### src/rtl/capture_scheduler.sv
`default_nettype none
// ============================================================================
// Module      : capture_scheduler
// Description : Sequences multi-batch captures from a framed input buffer.
//               A capture is: one buf_reset pulse (ARM), a wait for the
//               buffer's first start-of-packet (FILL, guarded by a timeout),
//               then RUNS batches delimited by buf_eop (STREAM). In
//               continuous mode a HOLDOFF-cycle gap (HOLD) separates
//               consecutive captures.
//
// Ports       : sink_clk      - single clock, shared with the buffer source
//               reset         - synchronous, active-high
//               enable        - continuous capture; low stops after current
//               trigger       - single-cycle request for one capture (IDLE)
//               buf_reset     - one-cycle pulse restarting buffer loading
//               buf_sop/eop/valid - buffer output framing
//               busy          - high whenever not IDLE
//               done          - one-cycle pulse on capture completion
//                               (asserted in the cycle of the final eop)
//               batch_idx     - index of the current or last batch
//               capture_count - completed captures, wraps 65535 -> 0
//               error         - sticky fault flag, cleared only by reset
//
// Options     : define CAPTURE_SCHEDULER_CHECK_EN to compile in the STREAM
//               framing checker (valid gaps inside a batch, sop inside an
//               open batch, eop outside a batch all raise error).
//
// Revision    : 1.0 - initial release
// ============================================================================
module capture_scheduler #(
    parameter int BATCH_SIZE = 2048,
    parameter int RUNS       = 3,
    parameter int HOLDOFF    = 4096,
    parameter int TIMEOUT    = 8192
) (
    input  logic                                      sink_clk,
    input  logic                                      reset,
    input  logic                                      enable,
    input  logic                                      trigger,
    output logic                                      buf_reset,
    input  logic                                      buf_sop,
    input  logic                                      buf_eop,
    input  logic                                      buf_valid,
    output logic                                      busy,
    output logic                                      done,
    output logic [((RUNS > 1) ? $clog2(RUNS) : 1)-1:0] batch_idx,
    output logic [15:0]                               capture_count,
    output logic                                      error
);

    localparam int c_IDX_W = (RUNS > 1) ? $clog2(RUNS) : 1;
    localparam int c_TMAX  = (TIMEOUT > HOLDOFF) ? TIMEOUT : HOLDOFF;
    localparam int c_TMR_W = $clog2(c_TMAX + 1);

    localparam logic [c_IDX_W-1:0] c_LAST_IDX     = c_IDX_W'(RUNS - 1);
    localparam logic [c_IDX_W-1:0] c_IDX_ONE      = c_IDX_W'(1);
    localparam logic [c_TMR_W-1:0] c_TMR_ONE      = c_TMR_W'(1);
    localparam logic [c_TMR_W-1:0] c_TIMEOUT_LAST = c_TMR_W'(TIMEOUT - 1);
    localparam logic [c_TMR_W-1:0] c_HOLD_LAST    = c_TMR_W'(HOLDOFF - 1);

    localparam logic [2:0] c_ST_IDLE   = 3'd0;
    localparam logic [2:0] c_ST_ARM    = 3'd1;
    localparam logic [2:0] c_ST_FILL   = 3'd2;
    localparam logic [2:0] c_ST_STREAM = 3'd3;
    localparam logic [2:0] c_ST_HOLD   = 3'd4;

    // Elaboration-time parameter sanity checks.
    generate
        if (TIMEOUT <= BATCH_SIZE + RUNS) begin : g_bad_timeout
            $error("capture_scheduler: TIMEOUT must exceed BATCH_SIZE+RUNS");
        end
        if ((HOLDOFF < 1) || (HOLDOFF > 65535)) begin : g_bad_holdoff
            $error("capture_scheduler: HOLDOFF must be in 1..65535");
        end
    endgenerate

    logic [2:0]         r_state;
    logic [c_TMR_W-1:0] r_timer;
    logic [c_IDX_W-1:0] r_batch_idx;
    logic [15:0]        r_count;
    logic               r_error;

    logic [2:0]         w_state_nxt;
    logic [c_TMR_W-1:0] w_timer_nxt;
    logic [c_IDX_W-1:0] w_idx_nxt;
    logic [15:0]        w_count_nxt;
    logic               w_error_nxt;
    logic               w_done;
    logic               w_proto_err;
    logic               w_batch_end;

`ifdef CAPTURE_SCHEDULER_CHECK_EN
    logic r_open;
    logic w_open_nxt;
`endif

    always_ff @(posedge sink_clk) begin
        if (reset) begin
            r_state     <= c_ST_IDLE;
            r_timer     <= '0;
            r_batch_idx <= '0;
            r_count     <= '0;
            r_error     <= 1'b0;
`ifdef CAPTURE_SCHEDULER_CHECK_EN
            r_open      <= 1'b0;
`endif
        end else begin
            r_state     <= w_state_nxt;
            r_timer     <= w_timer_nxt;
            r_batch_idx <= w_idx_nxt;
            r_count     <= w_count_nxt;
            r_error     <= w_error_nxt;
`ifdef CAPTURE_SCHEDULER_CHECK_EN
            r_open      <= w_open_nxt;
`endif
        end
    end

    always_comb begin
        w_state_nxt = r_state;
        w_timer_nxt = r_timer;
        w_idx_nxt   = r_batch_idx;
        w_count_nxt = r_count;
        w_error_nxt = r_error;
        w_done      = 1'b0;
        w_proto_err = 1'b0;
`ifdef CAPTURE_SCHEDULER_CHECK_EN
        w_open_nxt  = r_open;
        // A one-entry batch carries sop and eop on the same beat, so an eop
        // accompanied by sop is not "outside a batch".
        w_proto_err = (r_state == c_ST_STREAM) &&
                      ((r_open && !buf_valid) ||
                       (buf_valid && buf_sop && r_open) ||
                       (buf_valid && buf_eop && !r_open && !buf_sop));
`endif
        w_batch_end = (r_state == c_ST_STREAM) && buf_eop && buf_valid && !w_proto_err;

        case (r_state)
            c_ST_IDLE: begin
                if ((trigger || enable) && !r_error) begin
                    w_state_nxt = c_ST_ARM;
                end
            end
            c_ST_ARM: begin
                w_idx_nxt   = '0;
                w_timer_nxt = '0;
                w_state_nxt = c_ST_FILL;
            end
            c_ST_FILL: begin
                // The sop beat opens batch 0; first-beat eop is not expected
                // since a batch holds BATCH_SIZE entries.
                if (buf_sop && buf_valid) begin
                    w_idx_nxt   = '0;
                    w_state_nxt = c_ST_STREAM;
`ifdef CAPTURE_SCHEDULER_CHECK_EN
                    w_open_nxt  = 1'b1;
`endif
                end else if (r_timer == c_TIMEOUT_LAST) begin
                    w_error_nxt = 1'b1;
                    w_state_nxt = c_ST_IDLE;
                end else begin
                    w_timer_nxt = r_timer + c_TMR_ONE;
                end
            end
            c_ST_STREAM: begin
                if (w_proto_err) begin
                    w_error_nxt = 1'b1;
                    w_state_nxt = c_ST_IDLE;
`ifdef CAPTURE_SCHEDULER_CHECK_EN
                    w_open_nxt  = 1'b0;
`endif
                end else begin
`ifdef CAPTURE_SCHEDULER_CHECK_EN
                    if (buf_valid && buf_sop) begin
                        w_open_nxt = 1'b1;
                    end
                    if (w_batch_end) begin
                        w_open_nxt = 1'b0;
                    end
`endif
                    if (w_batch_end) begin
                        if (r_batch_idx != c_LAST_IDX) begin
                            w_idx_nxt = r_batch_idx + c_IDX_ONE;
                        end else begin
                            w_done      = 1'b1;
                            w_count_nxt = r_count + 16'd1;
                            w_timer_nxt = '0;
                            w_state_nxt = enable ? c_ST_HOLD : c_ST_IDLE;
                        end
                    end
                end
            end
            c_ST_HOLD: begin
                // Enable is only consulted on the last HOLD cycle, so a
                // falling enable never shortens the holdoff.
                if (r_timer == c_HOLD_LAST) begin
                    w_state_nxt = enable ? c_ST_ARM : c_ST_IDLE;
                end else begin
                    w_timer_nxt = r_timer + c_TMR_ONE;
                end
            end
            default: begin
                w_state_nxt = c_ST_IDLE;
            end
        endcase
    end

    // Pulses are gated by reset so that a reset cycle never shows a
    // buf_reset or done pulse.
    assign buf_reset     = (r_state == c_ST_ARM) && !reset;
    assign done          = w_done && !reset;
    assign busy          = (r_state != c_ST_IDLE);
    assign batch_idx     = r_batch_idx;
    assign capture_count = r_count;
    assign error         = r_error;

endmodule
`default_nettype wire
### config.mk
export PLATFORM = sky130hd
export DESIGN_NAME = capture_scheduler
export DESIGN_NICKNAME = d
export VERILOG_FILES = /design/src/rtl/capture_scheduler.sv
export SDC_FILE = /design/constraint.sdc
export NUM_CORES = 1
export LEC_CHECK = 0
export BUFFER_PORTS_ARGS = -buffer_cell sky130_fd_sc_hd__buf_2
export CORE_MARGIN = 4
export CORE_UTILIZATION = 30
export CTS_CLUSTER_DIAMETER = 150
export DETAILED_ROUTE_END_ITERATION = 10
export GPL_TIMING_DRIVEN = 0
export PLACE_DENSITY = 0.56
export SYNTH_ARGS = -nofsm -noshare
export SYNTH_HDL_FRONTEND = slang
export SYNTH_SLANG_ARGS = --single-unit
export TNS_END_PERCENT = 5
### constraint.sdc
create_clock -name sink_clk -period 3.1 [get_ports sink_clk]
set_input_delay 0.31 -clock sink_clk [delete_from_list [all_inputs] [get_ports sink_clk]]
set_output_delay 0.31 -clock sink_clk [all_outputs]
set_load 0.01 [all_outputs]
==> impl_metrics.ini <==
[outcome]
status = finished clean

[drt]
drc = 0
drt-wirelength-per-cell_um = 14.1
met3_length_um = 148
ant_nets = 0
vias_per_cell = 5.40
highest_layer = met4
wirelength_met1_um = 2480
dr_wl_met2_um = 2310
wl_um = 4980
via_count = 1901
drt-initial-drc-count = 108
firstDrtPassIters = 4

[grt]
grt_overflow_total = 0
track_usage_pct = 13.5
grt_pass1_vias = 1770
grt_max_degree = 13
antenna_found_initial = 0
grt_first_pass_wirelength_um = 8580

[clock_network]
cts_buffer_depth = 2
postCtsHoldBufs = 0
clock_latency_ns = 0.29
clkTransAtPathRegs_ns = 0.08
h-tree-depth = 2
ctsRootBufferMaster = clkbuf_8
cts_tree = built
cts_sinks = 36
postCtsSetupBuffers = 0
post_cts_resized = 0
cts-buffers-inserted = 5

[worst_setup_path]
timing.rr.end = r_timer[7]$_SDFFE_PP0P_
crit_path_max_incr_delay_ns = 0.58
end_kind = flop
startpoint = r_timer[0]$_SDFFE_PP0P_
path_class = flop to flop
worstSetupStartpointType = flop
crit_fanout = 10
crit_buf_inv = 1
setup.worst_path.end = r_timer[7]$_SDFFE_PP0P_
worstRegToRegCells = 7
r2r-start = r_timer[0]$_SDFFE_PP0P_
crit_chain = ha_1, nand3_1, nand4bb_4, nor4_2, buf_6, nor2_2, a311oi_1
critPathArrivalTime_ns = 2.41
critPathSlowestCell = nor4_2
worstSetupPathDepth = 7
rrSetupSlack_ns = 0.89
critPathRequiredTime_ns = 3.30
cp_top_family = simple AND/OR/NAND/NOR gates

[timing]
slew_headroom_pct = 42.9
fin_setup_tns_ns = 0
grt_setup_unrepaired = no
worstMarginPinSlew_ns = 0.856
fmax_mhz = 452
slew_viol_final = 0
fin_worst_skew_ns = 0.00425
fin_crit_sh_pct = 71.3
finalSetupViolCount = 0
min_period_ns = 2.21
hold_viol_final = 0

[synthesis]
synthAdderAreaFrac_pct = 1.92
ys_top_cells_by_area = dfxtp_1 (37%), nor2_1 (5.8%), a21oi_1 (3.8%)
synth_edf_count = 0
ys_types = 50
yosysSeqAreaShare_pct = 36.9
ys.flop_type = dfxtp_1
synth_top_family_by_area = simple AND/OR/NAND/NOR gates
ys_warn_count = 0
syn-cell-area_mm2 = 0.00196
synthesis.nets = 249
ys_ff_latch = 36
yosys.area.top_type = dfxtp_1
synth_top_cell_area_share_pct = 36.9
synth_xor_xnor_area_share_pct = 5.37
yosys.area_share.simple_pct = 30.0
synth_mux_area_share_pct = 1.60
async_reset_ff_share_pct = 0
synthCells = 239
synth.avg_cell_area_um2 = 8.18
synth_compound_area_share_pct = 19.7

[floorplan]
io_pins = 29
rows = 29
die_x_um = 88.7
initial_core_util_pct = 30.8
dieHeight_um = 88.7
die_area_mm2 = 0.00787
core_area_mm2 = 0.00635

[final_layout]
drive_gt1_share_pct = 18.2
num_antenna_cells = 0
fin_nets = 284
synthToLayoutAreaGrowth_pct = 17.8
fill_cells = 681
final_util_pct = 36.3
stdcell_area_mm2 = 0.00230

[placement]
dpl_cell_area_mm2 = 0.00219
dp_hpwl_um = 3650
numPortBuffers = 28
place.gp.congestion = 0.809

[power_and_ir_drop]
power_density_mw_per_mm2 = 446
vdd_drop_max_mv = 0.195
leakagePower_nw = 0.870
power.total_mw = 1.03

[job]
maxCapViolations = 0

[hold_path]
hp-class = input pin to flop
## kinds of logic after synthesis
group,after synthesis
compound gates,57
xor+xnor,12
fa+ha+maj,3
buf+inv,19
flops,36
mux,3
simple gates,109
## per-layer routing
metal	vias to the layer above	track usage (%)
li1	946	-
met1	914	19.5
met2	36	20.7
met3	5	2.61
met4	0	3.16
met5	-	0
## where the power goes
part,switching [mW],internal (mW),total (mW)
sequential,0.00723,0.468,0.475
combinational,0.0862,0.0452,0.131
clock,0.183,0.238,0.421
## registers in the layout, summed over array words and instances, names as in the netlist
signal	count
capture_count	16
r_timer	14
r_state	3
batch_idx	2
error	1
## synthesized netlist by cell type, drive strengths merged (2+ instances only)
master  number
inv          8
or3          6
a211o        2
xnor2        8
dfxtp       36
o311ai       5
nand3       14
clkbuf       7
o41ai        2
a31oi        4
nand3b       2
buf          4
ha           3
and3         8
o31ai        2
and2         2
nor2        31
nand2       17
a21oi       15
o32ai        2
o21ai       13
mux2i        2
nor4         2
o21a         2
nor2b        2
nand4        5
nand2b       3
and3b        2
a211oi       5
xor2         4
nor3        10
## placed cells by master, fill, tap and decap left out, drive strengths merged, types with 3 or more instances in the layout
cell type  count
a211oi         5
a21oi         15
a31oi          4
and3           8
buf           32
clkbuf        12
dfxtp         36
ha             3
inv            8
nand2         17
nand2b         3
nand3         14
nand4          5
nor2          31
nor3          10
o21ai         13
o311ai         5
or3            6
xnor2          8
xor2           4
## how the worst min path moves through the flow
stage | start | to | slack (ns) | depth (start not counted)
2_1_floorplan | r_timer[11]$_SDFFE_PP0P_ | r_timer[11]$_SDFFE_PP0P_ | 0.43 | 1
3_3_place_gp | r_timer[11]$_SDFFE_PP0P_ | r_timer[11]$_SDFFE_PP0P_ | 0.46 | 1
3_5_place_dp | r_timer[11]$_SDFFE_PP0P_ | r_timer[11]$_SDFFE_PP0P_ | 0.47 | 1
4_1_cts | enable | r_state[2]$_SDFFE_PP0P_ | 0.28 | 3
5_1_grt | enable | r_state[2]$_SDFFE_PP0P_ | 0.31 | 3
6_report | enable | r_state[2]$_SDFFE_PP0P_ | 0.28 | 3
## metrics by stage
stage,std cells,setup slack [ns],hold slack (ns)
3_5_place_dp,344,0.870,0.473
5_1_grt,352,0.704,0.314
4_1_cts,352,0.856,0.280
3_3_place_gp,344,0.929,0.464
6_report,352,0.890,0.284
2_1_floorplan,239,1.23,0.434
## area by class of cell
class	count	area (µm²)	share of cell area, %
multi-input cells	184	1150	49.8
clock buffers	5	68.8	2.99
inverters	8	30.0	1.30
plain buffers	11	58.8	2.55
well taps	77	96.3	4.18
clock inverters	3	42.5	1.85
flip-flops and latches	36	721	31.3
repair buffers	28	140	6.08
## worst min-delay path: stages
cell,delay (ns)
buf_2,0.10
a32oi_1,0.05
nor2_1,0.07
No activity file was read; power rests on OpenSTA's default activity.
